[src/rtl/tt_pad_cfg_seq.sv]
// tt_pad_cfg_seq: glitch-safe sequencer for pad-cell control bits.
// One write at a time: driver off, settle, static bits, settle, driver on.
//
// Ports:
//   clk        clock, rising edge
//   rst_n      synchronous active-low reset
//   cfg_valid  request valid
//   cfg_ready  idle, request can be taken this edge
//   cfg_idx    target pad index
//   cfg_data   {PU,PD,CS,SL,IE,OE}, bit 5 .. bit 0
//   cfg_err    one-cycle pulse after a bad index or PU/PD clash
//   busy       inverse of cfg_ready
//   pad_oe     per-pad output enable
//   pad_ie     per-pad input enable
//   pad_sl     per-pad slew select
//   pad_cs     per-pad Schmitt select
//   pad_pd     per-pad pull-down
//   pad_pu     per-pad pull-up
module tt_pad_cfg_seq #(
    parameter int NUM_PADS      = 8,
    parameter int IDX_W         = 3,
    parameter int SETTLE_CYCLES = 4
) (
    input  logic                clk,
    input  logic                rst_n,
    input  logic                cfg_valid,
    output logic                cfg_ready,
    input  logic [IDX_W-1:0]    cfg_idx,
    input  logic [5:0]          cfg_data,
    output logic                cfg_err,
    output logic                busy,
    output logic [NUM_PADS-1:0] pad_oe,
    output logic [NUM_PADS-1:0] pad_ie,
    output logic [NUM_PADS-1:0] pad_sl,
    output logic [NUM_PADS-1:0] pad_cs,
    output logic [NUM_PADS-1:0] pad_pd,
    output logic [NUM_PADS-1:0] pad_pu
);

    localparam logic [2:0] ST_IDLE   = 3'd0;
    localparam logic [2:0] ST_WAIT1  = 3'd1;
    localparam logic [2:0] ST_APPLY  = 3'd2;
    localparam logic [2:0] ST_WAIT2  = 3'd3;
    localparam logic [2:0] ST_DRV_ON = 3'd4;

    localparam int B_OE = 0;
    localparam int B_IE = 1;
    localparam int B_SL = 2;
    localparam int B_CS = 3;
    localparam int B_PD = 4;
    localparam int B_PU = 5;

    // Wait states load this and count down to zero, so each one
    // lasts exactly SETTLE_CYCLES cycles.
    localparam logic [7:0] SETTLE_LAST = 8'(SETTLE_CYCLES - 1);

    logic [2:0]          state;
    logic [2:0]          state_d;
    logic [7:0]          cnt;
    logic [7:0]          cnt_d;

    logic [NUM_PADS-1:0] sel_in;
    logic                idx_ok;
    logic                old_oe;
    logic                clash;
    logic [5:0]          data_fix;
    logic                accept;

    logic [NUM_PADS-1:0] mask_q;
    logic [5:0]          data_q;
    logic                bad_q;

    // One-hot decode of the requested index. An out-of-range index
    // decodes to all zeros, which keeps every pad untouched later.
    always_comb begin
        sel_in = '0;
        for (int i = 0; i < NUM_PADS; i++) begin
            sel_in[i] = (cfg_idx == IDX_W'(i));
        end
    end

    assign idx_ok = |sel_in;
    assign old_oe = |(pad_oe & sel_in);
    assign clash  = cfg_data[B_PU] & cfg_data[B_PD];
    assign accept = cfg_valid & cfg_ready;

    // Pull-up and pull-down together would fight; pull-down wins.
    always_comb begin
        data_fix = cfg_data;
        if (clash) begin
            data_fix[B_PU] = 1'b0;
        end
    end

    always_comb begin
        state_d = state;
        cnt_d   = cnt;
        case (state)
            ST_IDLE: begin
                if (accept) begin
                    if (idx_ok && old_oe) begin
                        state_d = ST_WAIT1;
                        cnt_d   = SETTLE_LAST;
                    end else begin
                        // A bad index still spends one cycle in APPLY
                        // so busy covers the error pulse.
                        state_d = ST_APPLY;
                    end
                end
            end
            ST_WAIT1: begin
                if (cnt == 8'd0) begin
                    state_d = ST_APPLY;
                end else begin
                    cnt_d = cnt - 8'd1;
                end
            end
            ST_APPLY: begin
                if (!bad_q && data_q[B_OE]) begin
                    state_d = ST_WAIT2;
                    cnt_d   = SETTLE_LAST;
                end else begin
                    state_d = ST_IDLE;
                end
            end
            ST_WAIT2: begin
                if (cnt == 8'd0) begin
                    state_d = ST_DRV_ON;
                end else begin
                    cnt_d = cnt - 8'd1;
                end
            end
            ST_DRV_ON: begin
                state_d = ST_IDLE;
            end
            default: begin
                state_d = ST_IDLE;
            end
        endcase
    end

    always_ff @(posedge clk) begin
        if (!rst_n) begin
            state     <= ST_IDLE;
            cnt       <= 8'd0;
            cfg_ready <= 1'b1;
            busy      <= 1'b0;
            cfg_err   <= 1'b0;
            mask_q    <= '0;
            data_q    <= '0;
            bad_q     <= 1'b0;
            pad_oe    <= '0;
            pad_ie    <= '1;
            pad_sl    <= '0;
            pad_cs    <= '0;
            pad_pd    <= '1;
            pad_pu    <= '0;
        end else begin
            state     <= state_d;
            cnt       <= cnt_d;
            cfg_ready <= (state_d == ST_IDLE);
            busy      <= (state_d != ST_IDLE);
            cfg_err   <= accept & (~idx_ok | clash);

            if (accept) begin
                mask_q <= sel_in;
                data_q <= data_fix;
                bad_q  <= ~idx_ok;
                // Driver goes off on the accept edge itself.
                if (old_oe) begin
                    pad_oe <= pad_oe & ~sel_in;
                end
            end

            if (state == ST_APPLY && !bad_q) begin
                pad_ie <= (pad_ie & ~mask_q)
                        | ({NUM_PADS{data_q[B_IE]}} & mask_q);
                pad_sl <= (pad_sl & ~mask_q)
                        | ({NUM_PADS{data_q[B_SL]}} & mask_q);
                pad_cs <= (pad_cs & ~mask_q)
                        | ({NUM_PADS{data_q[B_CS]}} & mask_q);
                pad_pd <= (pad_pd & ~mask_q)
                        | ({NUM_PADS{data_q[B_PD]}} & mask_q);
                pad_pu <= (pad_pu & ~mask_q)
                        | ({NUM_PADS{data_q[B_PU]}} & mask_q);
            end

            if (state == ST_DRV_ON) begin
                pad_oe <= pad_oe | mask_q;
            end
        end
    end

endmodule

[config.mk]
export PLATFORM = sky130hd
export DESIGN_NAME = tt_pad_cfg_seq
export DESIGN_NICKNAME = d
export VERILOG_FILES = /design/src/rtl/tt_pad_cfg_seq.sv
export SDC_FILE = /design/constraint.sdc
export NUM_CORES = 1
export LEC_CHECK = 0
export ABC_AREA = 0
export ABC_CLOCK_PERIOD_IN_PS = 3600
export CAP_MARGIN = 20
export CORE_MARGIN = 3
export CORE_UTILIZATION = 55
export DETAILED_ROUTE_END_ITERATION = 16
export PLACE_DENSITY = 0.82
export SLEW_MARGIN = 20
export SYNTH_ARGS = -nofsm -noshare
export SYNTH_HDL_FRONTEND = slang
export SYNTH_SLANG_ARGS = --single-unit
export TNS_END_PERCENT = 100
[constraint.sdc]
create_clock -name clk -period 3.6 [get_ports clk]
set_clock_uncertainty 0.05 [all_clocks]
set_input_delay 0.36 -clock clk [delete_from_list [all_inputs] [get_ports clk]]
set_output_delay 0.36 -clock clk [all_outputs]
set_load 0.1 [all_outputs]
After elaboration in Yosys (flattened, before gate mapping). Index checks and enable logic that the tools add are counted.

$add $sub $neg: 1. Eq/ne operators: 15. Mux-type cells: 15. Bitwise gates (word level): 25. Reduce and logical (&&, ||, !) cells: 17.

Operators by type and width (count): bitwise AND 8 bit (12); two-way mux 8 bit (7); bitwise OR 8 bit (6); case mux 8 bit (3 select lines) (1); NOT 8 bit (2); OR reduction 8 bit (2); == test 3 bit, second input constant (5); == test 3 x 2 -> 1 bit, second input constant (4); case mux 3 bit (4 select lines) (1); zero test 3 bit (3); two-way mux 3 bit (3); zero test 8 bit (1); != test 2 bit, second input constant (4); subtractor 8 x 1 -> 8 bit, second input constant (1); == test 3 x 1 -> 1 bit, second input constant (2); nonzero test 3 bit (2); AND reduction 5 bit (1); two-way mux 2 bit (2); nonzero test 2 bit (2); bitwise AND 1 bit (3); logical AND 1 bit (3); AND reduction 2 bit (1); OR reduction 2 bit (1); zero test 1 bit (1); 3 further kinds (3).

Register bits: 77. Output and inout port bits: 51. Logic and storage cells: 87.

Depth between registers and ports, before layout. Gate-level depths: netlist (run 1).

Depth in word-level cells: 8. Gate-level depth with buffers: 7.

Worst setup path after synthesis (run 1). OpenSTA, ideal clock, no wires.

Path type: register -> register. From: register pad_oe[7]. To: register cnt[0]. Library setup time: 60 ps. Arrival: 2071 ps. Setup slack: 1418 ps. Cell stages (with the launch flop): 6. Path buffers: 1. Clock period less this slack: 2182 ps. Cells stage by stage: dfxtp_1 mux2_1 a2bb2o_1 nor4bb_1 buf_2 o221a_1.

Word-level cells in the longest chain between the ends: 5.

RTL lines: start, declared (RTL line 32) `output logic [NUM_PADS-1:0] pad_oe,`; start signal, assigned (RTL line 171) `pad_oe <= pad_oe & ~sel_in;`; start signal, assigned (RTL line 189) `pad_oe <= pad_oe | mask_q;`; bitwise AND 8 bit (RTL line 83) `assign old_oe = |(pad_oe & sel_in);`; OR reduction 8 bit (RTL line 83); logical AND 1 bit (RTL line 101) `if (idx_ok && old_oe) begin`; != test 2 bit (no line); AND reduction 5 bit (no line); end signal, assigned (RTL line 160) `cnt <= cnt_d;`; end, declared (RTL line 59) `logic [7:0] cnt;`.

No other way between the ends. A chain may end at the register's enable or synchronous reset.

Worst setup path after layout (run 1).
From: register pad_oe[7]. To: output pad_oe[7].

No word-level cell between the ends.

==> summary.md, run 1 <==
| Metric | Value |
|---|---|
| Outcome | `finished clean` |
| Worst Max-Slew Pin Slew | `0.998 ns` |
| 1st-iter DRT viols | `206` |
| CTS H-tree lvls | `3` |
| Max cap viols | `0` |
| Mapped Nets | `390` |
| Crit path DAT | `1.88 ns` |
| Core area | `5570 sq um` |
| Post-synth EDFFs | `0` |
| Wire length of the first global-routing pass | `12.5 mm` |
| Largest net degree at the start of global routing | `50` |
| Post-synth top area cell | `dfxtp_1` |
| Seq/Total Area, Yosys | `47.8%` |
| Final worst path period share | `63.5%` |
| Buffers & Inverters on Critical Path | `1` |
| Yosys top cell area share | `47.8%` |
| Slew Limit Fails | `0` |
| DRC violations left | `0` |
| Placed cell area | `3810 sq um` |
| Layout filler cell count | `449` |
| # setup viols final | `0` |
| Largest stage delay on the critical path | `1.17 ns` |
| Antenna-violating nets left | `0` |
| Critical Path Fanout Max | `3` |
| Area Overhead vs Synth | `24.5%` |
| Required @ worst endpoint | `3.19 ns` |
| Nets | `432` |
| Final instance area | `4010 sq um` |
| FF+latch count, synth | `77` |
| Row count | `27` |
| Clock Sinks | `77` |
| Synth warn | `0` |
| Most numerous cell in the Yosys netlist | `dfxtp_1` |
| Slew margin rel. | `33.2%` |
| Worst path top cell family by delay | `buffers and inverters` |
| CP startpoint kind | `register` |
| WP depth | `1` |
| Cell variety after synth | `49` |
| Initial antenna violation count | `0` |
| Clock Tree Buf Depth | `2` |
| Top post-synthesis cells by area | `dfxtp_1 (48%), nand3_1 (9.0%), nand2_1 (8.1%)` |
| Syn Inst Count | `376` |
| I/O Pins | `63` |
| Cts repair resizes | `0` |
| Die area | `6820 sq um` |
| ANT cells | `0` |
| Hpwl dp | `5.20 mm` |
| Hold Crit Depth | `2` |
| Final hold slack | `0.403 ns` |
| PD cells | `438 nW/um^2` |
| Post-CTS setup buffer count | `0` |
| Vias per cell | `5.78` |
| Unrepaired setup endpoints after global routing | `no` |
| Gpl congestion | `0.887` |
| Worst skew pair latency | `0.34 ns` |
| Post-synth top cells | `dfxtp_1 (77), nand2_1 (70), nand3_1 (58)` |
| Fmax | `437 MHz` |
| Setup TNS | `0 ns` |
| Root buf cell | `clkbuf_8` |
| Cell area after synthesis | `3220 sq um` |
| Leakage | `0.00153 uW` |
| Post-Route WL | `7.68 mm` |
| Mean post-synth cell area | `8.58 sq um` |
| Vias in the first global route | `2686` |
| Pre-Repair DR Iteration Count | `6` |
| Hold Path Class | `input pin to register` |
| Peak supply drop | `0.357 mV` |
| Routed via count | `2863` |
| Ys async rst share | `0%` |
| GRT Overall Usage | `23.6%` |
| Wire length per cell | `15.5 microns` |
| TritonCTS clock tree | `built` |
| Post-CTS Hold Buffers | `0` |
| Worst path slowest cell | `clkdlybuf4s50_1` |
| Cell Chain, Critical Path | `clkdlybuf4s50_1` |
| TritonCTS Buffers | `9` |
| Die height | `82.6 microns` |
| Ys flop type | `dfxtp_1` |
| Power consumption | `1760 uW` |
| Worst r2r path cells | `6` |
| Final hold vios | `0` |
| DIE WIDTH | `82.6 microns` |
| Final Util | `72.0%` |
| Crit end category | `output port` |
| Final min period | `2.29 ns` |
| PortBufs | `62` |
| CTS clock-pin slew for the worst setup and hold paths | `0.08 ns` |
| Global route overflow | `0` |
| CP Class | `register to output port` |
| Ratio of cells with drive above 1 in the final layout | `6.62%` |
| Initial Util | `57.8%` |
cell type report:
type / instances / area [sq um] / area share, %
flip-flops and latches: 77 / 1540 / 38.4
multi-input cells: 261 / 1530 / 38.1
repair buffers: 65 / 638 / 15.9
clock buffers: 11 / 141 / 3.52
well taps: 72 / 90.1 / 2.24
clock inverters: 5 / 60.1 / 1.50
inverters: 4 / 15.0 / 0.374
cells by family (layout without fill, tap and decap cells):
family / after synthesis / after routing / synth area share [%]
AND/OR/NAND/NOR: 179 / 179 / 26.9
flip-flops: 77 / 77 / 47.8
AO/OA/AOI/OAI: 71 / 71 / 16.7
buffers and inverters: 38 / 85 / 5.16
XOR/XNOR: 5 / 5 / 1.36
multiplexers: 4 / 4 / 1.32
adder cells (fa/ha/maj): 2 / 2 / 0.776
report_power, final:
group          leakage [uW]  internal, uW  switching, uW
Sequential         0.000623           871           32.0
Clock             0.0000878           339            316
Combinational      0.000821          66.4            133
metrics by stage:
step | std cells | setup WS, ns
3_3_place_gp | 479 | 1.05
6_report | 495 | 1.31
5_1_grt | 495 | 1.21
2_1_floorplan | 376 | 1.42
3_5_place_dp | 479 | 1.02
4_1_cts | 495 | 1.29
placed cells by master (no fill, tap or decap), types with 2 or more instances in the layout:
master / netlist / layout
clkinvlp_4: 0 / 4
nand3_1: 58 / 58
nor2_1: 8 / 8
clkbuf_8: 0 / 10
nand2_1: 70 / 70
o21ai_0: 2 / 2
ha_1: 2 / 2
a21boi_0: 32 / 32
nor2b_1: 9 / 9
dfxtp_1: 77 / 77
clkdlybuf4s50_1: 0 / 61
nor4_1: 3 / 3
a22oi_1: 8 / 8
nand2b_1: 3 / 3
a31oi_1: 8 / 8
nand4_1: 2 / 2
o211ai_1: 2 / 2
nor3_1: 10 / 10
xor2_1: 5 / 5
mux2i_1: 2 / 2
nor3b_1: 3 / 2
a21o_1: 8 / 8
and3_1: 2 / 2
buf_4: 0 / 3
inv_1: 4 / 4
routing by layer:
| metal | global-route usage (%) | vias up | share of wire [%] |
|---|---|---|---|
| met4 | 8.99 | 0 | 1.5 |
| met3 | 5.21 | 15 | 6.2 |
| met1 | 31.6 | 1348 | 46 |
| li1 | - | 1390 | - |
| met5 | 0 | - | 0 |
| met2 | 37.3 | 110 | 47 |
final timing paths:
| path | from | end | slack, ns |
|---|---|---|---|
| worst max-delay path | pad_oe[7]$_SDFFE_PN0P_ | pad_oe[7] | 1.31 |
| worst min-delay path | rst_n | register | 0.40 |
| worst max register to register | cnt[1]$_SDFFE_PN0P_ | cnt[5]$_SDFFE_PN0P_ | 1.44 |
| worst min register to register | register | register | 0.42 |
Note: power is estimated with default switching activity, not from simulation.
==> inputs of run 2 (changes only) <==
--- a/config.mk
+++ b/config.mk
@@ -6,12 +6,12 @@
 export NUM_CORES = 1
 export LEC_CHECK = 0
 export ABC_AREA = 0
-export ABC_CLOCK_PERIOD_IN_PS = 3600
+export ABC_CLOCK_PERIOD_IN_PS = 1920
 export CAP_MARGIN = 20
 export CORE_MARGIN = 3
-export CORE_UTILIZATION = 55
+export CORE_UTILIZATION = 46
 export DETAILED_ROUTE_END_ITERATION = 16
-export PLACE_DENSITY = 0.82
+export PLACE_DENSITY = 0.73
 export SLEW_MARGIN = 20
 export SYNTH_ARGS = -nofsm -noshare
 export SYNTH_HDL_FRONTEND = slang
==> constraint.sdc (replaced) <==
create_clock -name clk -period 1.92 [get_ports clk]
set_clock_uncertainty 0.05 [all_clocks]
set_input_delay 0.192 -clock clk [delete_from_list [all_inputs] [get_ports clk]]
set_output_delay 0.192 -clock clk [all_outputs]
set_load 0.1 [all_outputs]
==> run 2 against run 1 <==
  * Worst hold slack got worse by 0.28 ns
  * Setup slack got worse by 1.3 ns
  * Core utilization fell by 9.2 points
  * Register-to-register slack got worse by 1.4 ns
  * Sequential share of layout area fell by 0.73 points
  * Global-route usage fell by 3.9 points
  * Via count rose by 1.6%
==> summary.md, run 2 (synthesis gave the netlist of run 1 again) <==
| Metric | Value |
|---|---|
| Post-CTS Hold Buffers | `0 (unchanged)` |
| Worst R2R Setup Slack | `0.06 ns (-1.38 ns)` |
| # setup viols final | `0 (unchanged)` |
| Wire length of the first global-routing pass | `13.3 mm (+6.4%)` |
| Clock power frac | `35.7% (-1.6 points)` |
| Slew margin rel. | `69.9% (+37 points)` |
| Nets | `455 (+5.3%)` |
| Net Switching | `922 uW (+92%)` |
| Power Internal | `2420 uW (+89%)` |
| ANT cells | `0 (unchanged)` |
| Hpwl dp | `5.46 mm (+5.0%)` |
| Wire length per cell | `14.6 microns (-5.9%)` |
| Comb power frac | `13.8% (+2.5 points)` |
| Initial Util | `49.1% (-8.8 points)` |
| TritonCTS Buffers | `9 (unchanged)` |
| CTS H-tree lvls | `3 (unchanged)` |
| Area Overhead vs Synth | `28.0%` |
| GRT Overall Usage | `19.8% (-3.9 points)` |
| Final worst path period share | `97.1%` |
| Die height | `89.7 microns (+8.7%)` |
| Vias in the first global route | `2703 (+0.63%)` |
| Initial antenna violation count | `0 (unchanged)` |
| Root buf cell | `clkbuf_8` |
| CP Class | `register to register` |
| Fmax | `537 MHz` |
| PortBufs | `62 (unchanged)` |
| Final hold vios | `0 (unchanged)` |
| Clock Tree Buf Depth | `2 (unchanged)` |
| PD cells | `809 nW/um^2 (+85%)` |
| RR Startpoint | `cnt[0]$_SDFFE_PN0P_` |
| CP startpoint kind | `register` |
| Routed via count | `2908 (+1.6%)` |
| DIE WIDTH | `89.7 microns (+8.7%)` |
| Die area | `8050 sq um (+18%)` |
| Worst Max-Slew Pin Slew | `0.451 ns (-0.548 ns)` |
| Critical Path Fanout Max | `5 (+2)` |
| Outcome | `finished clean` |
| Row count | `29 (+7.4%)` |
| Sw frac | `27.6% (+0.23 points)` |
| CTS clock-pin slew for the worst setup and hold paths | `0.08 ns (about the same)` |
| Most common cell after layout, fill and taps aside | `buf_4` |
| Hold Path Origin | `rst_n` |
| Register share of total power | `50.5% (-0.9 points)` |
| I/O Pins | `63 (unchanged)` |
| Crit path from | `cnt[0]$_SDFFE_PN0P_` |
| Crit end category | `register` |
| Final min period | `1.86 ns` |
| Max cap viols | `0 (unchanged)` |
| TritonCTS clock tree | `built` |
| Slew Limit Fails | `0 (unchanged)` |
| Global route overflow | `0 (unchanged)` |
| Hold Path Class | `input pin to register` |
| Pre-Repair DR Iteration Count | `5 (-1)` |
| Antenna-violating nets left | `0 (unchanged)` |
| Unrepaired setup endpoints after global routing | `no` |
| 1st-iter DRT viols | `134 (-35%)` |
| Most frequent cells in the layout | `buf_4 (75), nand2_1 (70), dfxtp_1 (66)` |
| DRC violations left | `0 (unchanged)` |
| Ratio of cells with drive above 1 in the final layout | `26.0% (+19 points)` |
| Vias per cell | `5.40 (-6.7%)` |
| Post-Route WL | `7.87 mm (+2.5%)` |
| Worst skew pair latency | `0.34 ns (about the same)` |
| Leakage | `0.00174 uW (+13%)` |
| Final instance area | `4130 sq um (+2.8%)` |
| Core area | `6570 sq um (+18%)` |
| Largest net degree at the start of global routing | `66 (+32%)` |
| Post-Place Setup Slack | `-0.307 ns (-1.32 ns)` |
| Required @ worst endpoint | `2.10 ns (-1.09 ns)` |
| Gpl congestion | `0.795 (-10%)` |
| Final worst slack | `0.0563 ns (-1.26 ns)` |
| Peak supply drop | `0.464 mV (+30%)` |
| Crit path DAT | `2.05 ns (+0.17 ns)` |
| Final Util | `62.9% (-9.2 points)` |
| Clock Sinks | `77 (unchanged)` |
| Placed cell area | `3920 sq um (+3.0%)` |
-- run 2: cell types whose count changed in the layout (fill, tap and decap cells not counted), sizes merged --
cell / previous run / this run
clkinvlp: 4 / 2
clkinv: 0 / 3
clkbuf: 11 / 10
buf: 4 / 78
clkdlybuf4s50: 61 / 9
dlymetal6s2s: 0 / 1
-- run 2: critical path, cell delays in order (launching register included) --
cell and delay (ns):
dfxtp_2 0.33, inv_2 0.07, ha_1 0.14, or3b_4 0.40, o21a_4 0.24, or3_1 0.30, o221a_1 0.23
-- run 2: power by group through the flow --
stage	clock network (uW)	logic (uW)	registers [uW]
finish	1190	462	1690
global placement	0	446	1720
floorplan	0	263	1760
global route	1290	499	1690
CTS	1210	456	1690
detailed placement	0	453	1720
-- run 2: timing repair --
item,4_1_cts,5_1_grt
gates resized for setup,0,4
hold endpoints to repair,0,0
buffers inserted,0,0
endpoints found under the setup margin,0,7
-- run 2: worst paths after layout --
| check | endpoint | cells after the start |
|---|---|---|
| max reg2reg | cnt[0]$_SDFFE_PN0P_ | 6 |
| min | state[0]$_SDFF_PN0_ | 2 |
| min reg2reg | data_q[0]$_SDFFE_PN0P_ | 2 |
| max | cnt[0]$_SDFFE_PN0P_ | 6 |
-- run 2: cell type report --
type                    count  area, sq um
fillers                   568         2440
flip-flops and latches     77         1560
multi-input cells         261         1540
repair buffers             88          711
clock buffers              10          128
well taps                  93          116
clock inverters             6         63.8
inverters                   4         15.0
-- run 2: layer usage --
metal,wire (microns),vias to the layer above,track usage [%]
met1,3680,1376,27.4
met3,440,10,3.67
met5,0,-,0
met2,3630,78,30.1
li1,-,1444,-
met4,125,0,8.56
-- run 2: stage by stage --
stage          cells  total power (uW)  setup TNS [ns]  hold WS, ns
4_1_cts          539              3350               0        0.115
2_1_floorplan    376              2020               0        0.268
3_5_place_dp     523              2180           -2.53        0.407
5_1_grt          539              3480               0        0.120
6_report         539              3340               0        0.126
3_3_place_gp     523              2170           -1.76        0.403
